**src/rtl/hsst_refclk_pkg.sv**
```systemverilog
// hsst_refclk_pkg: state encoding and default timing for the refclk power-up monitor
package hsst_refclk_pkg;
  typedef enum logic [1:0] {
    ST_PWRDN   = 2'd0,
    ST_SETTLE  = 2'd1,
    ST_MEASURE = 2'd2,
    ST_LOCKED  = 2'd3
  } state_t;
  localparam int unsigned DEF_PWRDN_CYCLES  = 1024;
  localparam int unsigned DEF_SETTLE_CYCLES = 4096;
  localparam int unsigned DEF_WINDOW_CYCLES = 65536;
  localparam int unsigned DEF_EXP_EDGES     = 1600;
  localparam int unsigned DEF_TOL_EDGES     = 16;
  localparam int unsigned DEF_LOCK_WINDOWS  = 4;
  localparam int          DEF_CNT_W         = 16;
endpackage

```
**src/rtl/hsst_refclk_edge_sync.sv**
```systemverilog
// hsst_refclk_edge_sync: 2-FF synchronizer plus registered rising-edge pulse
module hsst_refclk_edge_sync
  import hsst_refclk_pkg::*;
(
  input  logic clk,
  input  logic rst,
  input  logic d,
  output logic rise
);
  logic sync1_q, sync1_d, sync2_q, sync2_d, prev_q, prev_d, rise_q, rise_d;
  always_comb begin
    sync1_d = d;
    sync2_d = sync1_q;
    prev_d  = sync2_q;
    rise_d  = sync2_q & ~prev_q;
  end
  always_ff @(posedge clk or posedge rst) begin
    if (rst) begin
      sync1_q <= 1'b0;
      sync2_q <= 1'b0;
      prev_q  <= 1'b0;
      rise_q  <= 1'b0;
    end else begin
      sync1_q <= sync1_d;
      sync2_q <= sync2_d;
      prev_q  <= prev_d;
      rise_q  <= rise_d;
    end
  end
  assign rise = rise_q;
endmodule

```
**src/rtl/hsst_refclk_pwrup_monitor.sv**
```systemverilog
// hsst_refclk_pwrup_monitor: powers up the refclk buffer, then qualifies the
// divided refclk by counting its edges per free-clock window before flagging ok.
module hsst_refclk_pwrup_monitor
  import hsst_refclk_pkg::*;
#(
  parameter int unsigned PWRDN_CYCLES  = DEF_PWRDN_CYCLES,
  parameter int unsigned SETTLE_CYCLES = DEF_SETTLE_CYCLES,
  parameter int unsigned WINDOW_CYCLES = DEF_WINDOW_CYCLES,
  parameter int unsigned EXP_EDGES     = DEF_EXP_EDGES,
  parameter int unsigned TOL_EDGES     = DEF_TOL_EDGES,
  parameter int unsigned LOCK_WINDOWS  = DEF_LOCK_WINDOWS,
  parameter int          CNT_W         = DEF_CNT_W
) (
  input  logic             i_free_clk,
  input  logic             i_rst,
  input  logic             i_pwrdn_req,
  input  logic             i_refclk_div,
  output logic             o_com_powerdown,
  output logic             o_refclk_ok,
  output logic             o_refclk_lost,
  output logic [CNT_W-1:0] o_edge_count,
  output logic [1:0]       o_state
);
  localparam logic [CNT_W-1:0] GOOD_LO = CNT_W'(EXP_EDGES - TOL_EDGES);
  localparam logic [CNT_W-1:0] GOOD_HI = CNT_W'(EXP_EDGES + TOL_EDGES);
  state_t           state_q, state_d;
  logic [31:0]      cyc_q, cyc_d, run_q, run_d;
  logic [CNT_W-1:0] ecnt_q, ecnt_d, edge_count_q, edge_count_d, win_cnt;
  logic             com_pd_q, com_pd_d, ok_q, ok_d, lost_q, lost_d;
  logic             rise, measuring, win_end, good;
  hsst_refclk_edge_sync u_sync (
    .clk (i_free_clk),
    .rst (i_rst),
    .d   (i_refclk_div),
    .rise(rise)
  );
  // cyc_q is shared: power-down hold, settle wait and measurement window
  assign measuring = state_q == ST_MEASURE || state_q == ST_LOCKED;
  assign win_end   = measuring && cyc_q == WINDOW_CYCLES - 1;
  assign win_cnt   = &ecnt_q ? ecnt_q : ecnt_q + CNT_W'(rise);
  assign good      = win_cnt != '0 && win_cnt >= GOOD_LO && win_cnt <= GOOD_HI;
  always_comb begin
    state_d      = state_q;
    cyc_d        = cyc_q;
    ecnt_d       = '0;
    run_d        = run_q;
    edge_count_d = edge_count_q;
    lost_d       = lost_q;
    if (state_q == ST_PWRDN) begin
      state_d = cyc_q == PWRDN_CYCLES - 1 ? ST_SETTLE : ST_PWRDN;
      cyc_d   = cyc_q == PWRDN_CYCLES - 1 ? '0 : cyc_q + 32'd1;
    end else if (state_q == ST_SETTLE) begin
      state_d = cyc_q == SETTLE_CYCLES - 1 ? ST_MEASURE : ST_SETTLE;
      cyc_d   = cyc_q == SETTLE_CYCLES - 1 ? '0 : cyc_q + 32'd1;
    end else begin
      cyc_d        = win_end ? '0 : cyc_q + 32'd1;
      ecnt_d       = win_end ? '0 : win_cnt;
      edge_count_d = win_end ? win_cnt : edge_count_q;
      if (win_end && good && state_q == ST_MEASURE) begin
        run_d   = run_q + 32'd1;
        state_d = run_q + 32'd1 == LOCK_WINDOWS ? ST_LOCKED : ST_MEASURE;
      end
      if (win_end && !good) begin
        run_d   = '0;
        state_d = ST_MEASURE;
        lost_d  = lost_q | (state_q == ST_LOCKED);
      end
    end
    if (i_pwrdn_req) begin
      state_d = ST_PWRDN;
      cyc_d   = '0;
      ecnt_d  = '0;
      run_d   = '0;
      lost_d  = 1'b0;
    end
    com_pd_d = state_d == ST_PWRDN;
    ok_d     = state_d == ST_LOCKED;
  end
  always_ff @(posedge i_free_clk or posedge i_rst) begin
    if (i_rst) begin
      state_q      <= ST_PWRDN;
      cyc_q        <= '0;
      ecnt_q       <= '0;
      run_q        <= '0;
      edge_count_q <= '0;
      com_pd_q     <= 1'b1;
      ok_q         <= 1'b0;
      lost_q       <= 1'b0;
    end else begin
      state_q      <= state_d;
      cyc_q        <= cyc_d;
      ecnt_q       <= ecnt_d;
      run_q        <= run_d;
      edge_count_q <= edge_count_d;
      com_pd_q     <= com_pd_d;
      ok_q         <= ok_d;
      lost_q       <= lost_d;
    end
  end
  assign o_com_powerdown = com_pd_q;
  assign o_refclk_ok     = ok_q;
  assign o_refclk_lost   = lost_q;
  assign o_edge_count    = edge_count_q;
  assign o_state         = state_q;
endmodule

```
**config.mk**
```make
export PLATFORM = sky130hd
export DESIGN_NAME = hsst_refclk_pwrup_monitor
export DESIGN_NICKNAME = d
export VERILOG_FILES = /design/src/rtl/hsst_refclk_pkg.sv /design/src/rtl/hsst_refclk_edge_sync.sv /design/src/rtl/hsst_refclk_pwrup_monitor.sv
export SDC_FILE = /design/constraint.sdc
export NUM_CORES = 1
export LEC_CHECK = 0
export ABC_AREA = 1
export BUFFER_PORTS_ARGS = -buffer_cell sky130_fd_sc_hd__buf_2
export CAP_MARGIN = 10
export CELL_PAD_IN_SITES_DETAIL_PLACEMENT = 0
export CELL_PAD_IN_SITES_GLOBAL_PLACEMENT = 1
export CORE_UTILIZATION = 30
export CTS_CLUSTER_SIZE = 16
export DETAILED_ROUTE_END_ITERATION = 12
export GPL_TIMING_DRIVEN = 0
export PLACE_DENSITY_LB_ADDON = 0.1
export SYNTH_ARGS = -nofsm -noshare
export SYNTH_HDL_FRONTEND = slang
export SYNTH_SLANG_ARGS = --single-unit
```
**constraint.sdc**
```tcl
create_clock -name i_free_clk -period 3.2 [get_ports i_free_clk]
set_input_delay 0.32 -clock i_free_clk [delete_from_list [all_inputs] [get_ports i_free_clk]]
set_output_delay 0.32 -clock i_free_clk [all_outputs]
set_load 0.01 [all_outputs]
```
# Word-level counts from Yosys, hierarchy flattened
# Cells that the tools add are included.
[word_totals]
regBits = 105
latch_bits = 0
ramBits = 0
mem_bits_ro = 0
inputBits = 4
n_memories = 0
[op_classes]
addsub = 3
mul = 0
div = 0
n_lt_le_gt_ge = 2
eq_ne = 10
n_shift = 0
mux = 28
n_bitwise = 5
reduce_logical = 17
[ops]
columns = ["op", "n"]
rows = [
  ["$mux W32", 11],
  ["$mux W16", 5],
  ["$add A32 B1 Y32 const B", 2],
  ["$eq A32 B10 Y1 const B", 1],
  ["$eq A32 B12 Y1 const B", 1],
  ["$eq A32 B16 Y1 const B", 1],
  ["$eq A32 B3 Y1 const B", 1],
  ["$add A16 B1 Y16", 1],
  ["$ge A16 B11 Y1 const B", 1],
  ["$le A16 B11 Y1 const B", 1],
  ["$reduce_and A16 Y1", 1],
  ["$reduce_bool A16 Y1", 1],
  ["$mux W2", 6],
  ["$reduce_and A3 Y1", 3],
  ["$eq A2 B2 Y1 const B", 3],
  ["$logic_and A1 B1 Y1", 6],
  ["$mux W1", 6],
  ["$logic_not A2 Y1", 2],
  ["$ne A2 B2 Y1 const B", 2],
  ["$not A1 Y1", 3],
  ["$reduce_bool A3 Y1", 1],
  ["$eq A2 B1 Y1 const B", 1],
  ["$reduce_bool A2 Y1", 1],
  ["$and A1 B1 Y1", 1],
  ["3 further kinds", 3],
]

# Logic depth before layout (Yosys ltp)
[logic_depth]
word_depth = 13
depth_mapped = 19

# Hierarchy
# A second synthesis with hierarchy kept.
[unflattened]
hier_cells = 902
area_unflattened_um2 = 6309.8
[modules_own_cells]
columns = ["module", "n_inst", "cells_each", "area_each_um2", "seq_area_each_um2"]
rows = [
  ["hsst_refclk_pwrup_monitor", 1, 895, 6195.9, 2528.7],
  ["hsst_refclk_edge_sync", 1, 7, 113.9, 100.1],
]

# Worst setup path after synthesis
# No wires, ideal clock.
[synth_path]
path_kind = "reg2reg"
startpoint = "register cyc_q[0]"
endpoint = "register run_q[16]"
setup_ns = 0.128
t_arrival_ns = 2.142
t_required_ns = 3.072
setup_slack_ns = 0.930
path_stages_with_launch = 17
path_buffers = 1
synth_period_minus_slack_ns = 2.270
path_cell_list = "dfrtp_1 > ha_1 > nand3_1 > nor3_2 > nand2_2 > nor2_2 > nand2_1 > nor2_2 > nand3_1 > nor2_1 > and2_1 > nand2_4 > nand2_4 > inv_6 > nand2_2 > buf_4 > o22ai_2"
[synth_via]
elab_chain_cells = 7
word_cells_on_any_way = 11
cone_classes = "eq/ne: 1; mux: 4; reduce/logical: 6"
[synth_rtl]
columns = ["item", "line_no", "text"]
rows = [
  ["start: declaration", "hsst_refclk_pwrup_monitor.sv:27", "logic [31:0] cyc_q, cyc_d, run_q, run_d;"],
  ["start signal: assignment", "hsst_refclk_pwrup_monitor.sv:91", "cyc_q <= cyc_d;"],
  ["$eq A32 B16 Y1 (*)", "hsst_refclk_pwrup_monitor.sv:39", "assign win_end = measuring && cyc_q == WINDOW_CYCLES - 1;"],
  ["$logic_and A1 B1 Y1 (*)", "hsst_refclk_pwrup_monitor.sv:39", ""],
  ["$logic_and A1 B1 Y1", "hsst_refclk_pwrup_monitor.sv:63", "if (win_end && !good) begin"],
  ["$mux W32", "hsst_refclk_pwrup_monitor.sv:63", ""],
  ["$mux W32", "hsst_refclk_pwrup_monitor.sv:52", "end else if (state_q == ST_SETTLE) begin"],
  ["$mux W32", "hsst_refclk_pwrup_monitor.sv:49", "if (state_q == ST_PWRDN) begin"],
  ["$mux W32", "hsst_refclk_pwrup_monitor.sv:69", "if (i_pwrdn_req) begin"],
  ["end signal: assignment", "hsst_refclk_pwrup_monitor.sv:93", "run_q <= run_d;"],
  ["end: declaration", "hsst_refclk_pwrup_monitor.sv:27", ""],
]
# Mark *: on every way between the ends. The rest lies on a longest branch, timed or not. The select of a mux whose other input is x is not followed.
# A chain may end at the register's enable or synchronous reset.

# Final worst setup path
[layout_path]
startpoint = "register ecnt_q[0]"
endpoint = "register run_q[10]"
[layout_via]
elab_chain_cells = 11
word_cells_on_any_way = 18
cone_classes = "add/sub: 1; order compare: 2; mux: 5; reduce/logical: 10"
[layout_rtl]
columns = ["item", "line_no", "text"]
rows = [
  ["start: declaration", "hsst_refclk_pwrup_monitor.sv:28", "logic [CNT_W-1:0] ecnt_q, ecnt_d, edge_count_q, edge_count_d, win_cnt;"],
  ["start signal: assignment", "hsst_refclk_pwrup_monitor.sv:92", "ecnt_q <= ecnt_d;"],
  ["$add A16 B1 Y16 or $reduce_and A16 Y1 (tied branches)", "hsst_refclk_pwrup_monitor.sv:40", "assign win_cnt = &ecnt_q ? ecnt_q : ecnt_q + CNT_W'(rise);"],
  ["$mux W16 (*)", "hsst_refclk_pwrup_monitor.sv:40", ""],
  ["$ge A16 B11 Y1 or $reduce_bool A16 Y1 (tied branches)", "hsst_refclk_pwrup_monitor.sv:41", "assign good = win_cnt != '0 && win_cnt >= GOOD_LO && win_cnt <= GOOD_HI;"],
  ["$logic_and A1 B1 Y1", "hsst_refclk_pwrup_monitor.sv:41", ""],
  ["$logic_and A1 B1 Y1 (*)", "hsst_refclk_pwrup_monitor.sv:41", ""],
  ["$logic_not A1 Y1", "hsst_refclk_pwrup_monitor.sv:63", ""],
  ["$logic_and A1 B1 Y1", "hsst_refclk_pwrup_monitor.sv:63", ""],
  ["$mux W32", "hsst_refclk_pwrup_monitor.sv:63", ""],
  ["$mux W32", "hsst_refclk_pwrup_monitor.sv:52", ""],
  ["$mux W32", "hsst_refclk_pwrup_monitor.sv:49", ""],
  ["$mux W32", "hsst_refclk_pwrup_monitor.sv:69", ""],
]
# Marked as above.

==> flow_metrics.env <==
export IMPL_ys_types=41
export IMPL_mostFrequentLayoutCells="nand2_1 (202), nor2_1 (141), dfrtp_1 (104)"
export IMPL_status="finished clean"
export IMPL_initial_utilization=0.311
export IMPL_cts_tree="yes"
export IMPL_wl_mm=16.5
export IMPL_hp_start="i_refclk_div"
export IMPL_seq_area_frac_synth=0.429
export IMPL_cts_path_max_buffers=2
export IMPL_hold_violations=0
export IMPL_gp_congestion=0.831
export IMPL_reg2reg_from="ecnt_q[0]"
export IMPL_vias=5269
export IMPL_clock_latency_ns=0.36
export IMPL_synth_top_area_frac=0.425
export IMPL_timing_fmax_ghz=0.354
export IMPL_synth_top_area_cell="dfrtp_1"
export IMPL_cp_end_kind="flop"
export IMPL_synth_ff_latch_count=105
export IMPL_worstMarginPinSlew_ns=0.524
export IMPL_drc_errors=0
export IMPL_leakagePower_nw=2.94
export IMPL_dr_pass1_iters=5
export IMPL_grt_overflow_total=0
export IMPL_synth_compound_area_frac=0.0808
export IMPL_synth_simple_gate_area_frac=0.348
export IMPL_finalCritPeriodShare=0.884
export IMPL_hold_class="primary input to flop"
export IMPL_area_growth_pct=13.4
export IMPL_cts_buffers=9
export IMPL_drive_gt1_frac=0.123
export IMPL_first_global_vias=5202
export IMPL_fin_crit_ns=2.83
export IMPL_synth_xor_xnor_area_share=0.0543
export IMPL_cts_sinks=105
export IMPL_synth_top_family_by_area="simple AND/OR/NAND/NOR gates"
export IMPL_core_area_sq_mm=0.0197
export IMPL_vias_per_cell=4.71
export IMPL_syn_instance_count=812
export IMPL_post_dp_hpwl_mm=12.5
export IMPL_worstPathArrival_ns=3.07
export IMPL_die_w_um=145
export IMPL_grt_antenna_before_repair=0
export IMPL_holdWs_ns=0.0551
export IMPL_maxCapViolations=0
export IMPL_rsz0062_at_grt="no"
export IMPL_syn_cell_area_sq_mm=0.00613
export IMPL_cts_clk_slew_worst_paths_ns=0.09
export IMPL_pin_count=25
export IMPL_first_iter_violations=327
export IMPL_yosysWarnings=0
export IMPL_grt_max_degree=92
export IMPL_fillers=2100
export IMPL_synth_fa_ha_area_frac=0.0122
export IMPL_power_density_mw_per_mm2=380
export IMPL_timing_final_max_slew_violations=0
export IMPL_syn_nets=822
export IMPL_cts_htree_levels=3
export IMPL_worst_clock_skew_ns=0.0115
export IMPL_nets=858
export IMPL_grt_use_total=0.165
export IMPL_ant_nets=0
export IMPL_setup_viol=0
export IMPL_port_buffers=23
export IMPL_grt_pass1_wl_mm=27.5
export IMPL_critPathLaunch="ecnt_q[0]"
export IMPL_die_area_sq_mm=0.0210
export IMPL_final_common_cell="nand2_1"
export IMPL_num_antenna_cells=0
export IMPL_synth_mux_area_frac=0
export IMPL_layoutNonFillerInstCount=1118
export IMPL_postSynthAreaPerCell_sq_um=7.55
export IMPL_synthTopCellsByArea="dfrtp_1 (42%), nand2_1 (12%), nor2_1 (8.7%)"
export IMPL_max_vdd_ir_drop_uv=222
export IMPL_path_class="flop to flop"
export IMPL_wire_per_inst_um=14.8
export IMPL_worstPathMaxFanout=10
export IMPL_critPathRequiredTime_ns=3.44
export IMPL_relSlewSlack=0.648
export IMPL_rows=51
export IMPL_place_inst=1101
export IMPL_cts_root_buf="clkbuf_16"
export IMPL_fp_dieH_um=145
export IMPL_start_kind="flop"
==> registers in the layout, summed over array words and instances, names as in the netlist, 2 cells and up <==
name / count
run_q: 32
ecnt_q: 16
o_edge_count: 16
o_state: 2
cyc_q: 32
==> area by class of cell <==
class	count	area, sq um	share of cell area
Multi-Input combinational cell	595	3060	0.440
Sequential cell	105	2630	0.378
Inverter	97	374	0.0538
Tap cell	265	332	0.0477
Clock buffer	9	225	0.0324
Timing Repair Buffer	25	153	0.0220
Buffer	15	96.3	0.0139
Clock inverter	7	86.3	0.0124
==> synth_stat cells (all sizes together) <==
master,count
and2,1
o21a,2
clkinv,1
or2,1
o21bai,3
inv,96
a41oi,1
nand3,67
nor2,151
dfrtp,104
nand4,20
nor3,20
dfstp,1
a211oi,1
buf,8
nand2,213
o22ai,16
xor2,31
clkbuf,7
nor3b,4
xnor2,7
nor4,8
a31oi,2
ha,6
o21ai,36
a21oi,4
o211ai,1
==> critical path: stages (launching register included) <==
cell,delay (ns)
dfrtp_1,0.36
ha_1,0.29
ha_1,0.31
nand2_1,0.16
o21ai_1,0.16
nand3_1,0.10
nor2_1,0.27
nand3_1,0.14
nor3_2,0.27
nand3_2,0.20
nand2_2,0.12
buf_4,0.24
o22ai_2,0.09
==> repair_timing <==
| item | 4_1_cts | 5_1_grt |
|---|---|---|
| hold buffers | 1 | 0 |
| endpoints found under the hold margin | 14 | 0 |
| gates resized for setup | 0 | 5 |
| setup endpoints to repair | 0 | 14 |
| buffers inserted | 0 | 0 |
==> report_power, final <==
part           internal [mW]  switching (mW)  total (mW)
registers               1.34         0.00977        1.35
logic                 0.0286          0.0793       0.108
clock network          0.571           0.615        1.19
total                   1.94           0.704        2.64
==> worst paths after layout <==
| path | end | slack, ns | depth (start not counted) |
|---|---|---|---|
| setup / recovery | run_q[10] | 0.37 | 12 |
| hold / removal | u_sync.sync1_q | 0.06 | 1 |
| setup reg to reg | run_q[10] | 0.37 | 12 |
| hold reg to reg | u_sync.prev_q | 0.38 | 0 |
| max in group asynchronous | o_com_powerdown | 2.06 | 4 |
| min in group asynchronous | run_q[26] | 0.42 | 3 |
==> cell families (layout without fill, tap and decap cells) <==
group | Yosys count | in the layout
simple gates | 485 | 485
buf+inv | 112 | 153
flops | 105 | 105
compound gates | 66 | 66
xor+xnor | 38 | 38
fa+ha+maj | 6 | 6
==> routing by layer <==
| layer | share of wire | wire length [um] | track usage |
|---|---|---|---|
| met5 | 0 | 0 | 0 |
| met4 | 0.013 | 218 | 0.0521 |
| met3 | 0.025 | 410 | 0.0179 |
| met2 | 0.45 | 7470 | 0.253 |
| met1 | 0.51 | 8440 | 0.241 |
==> stage by stage <==
stage	power [mW]	setup slack, ns	TNS (ns)	area [sq um]	util
5_1_grt	2.75	0.0782	0	6950	0.352
3_3_place_gp	1.48	-1.49	-153.92	6580	0.334
6_report	2.64	0.373	0	6950	0.352
2_1_floorplan	1.44	0.121	0	6130	-
4_1_cts	2.69	0.0929	0	6930	0.351
3_5_place_dp	1.49	0.117	0	6610	0.335
(Power assumes the default switching activity.)
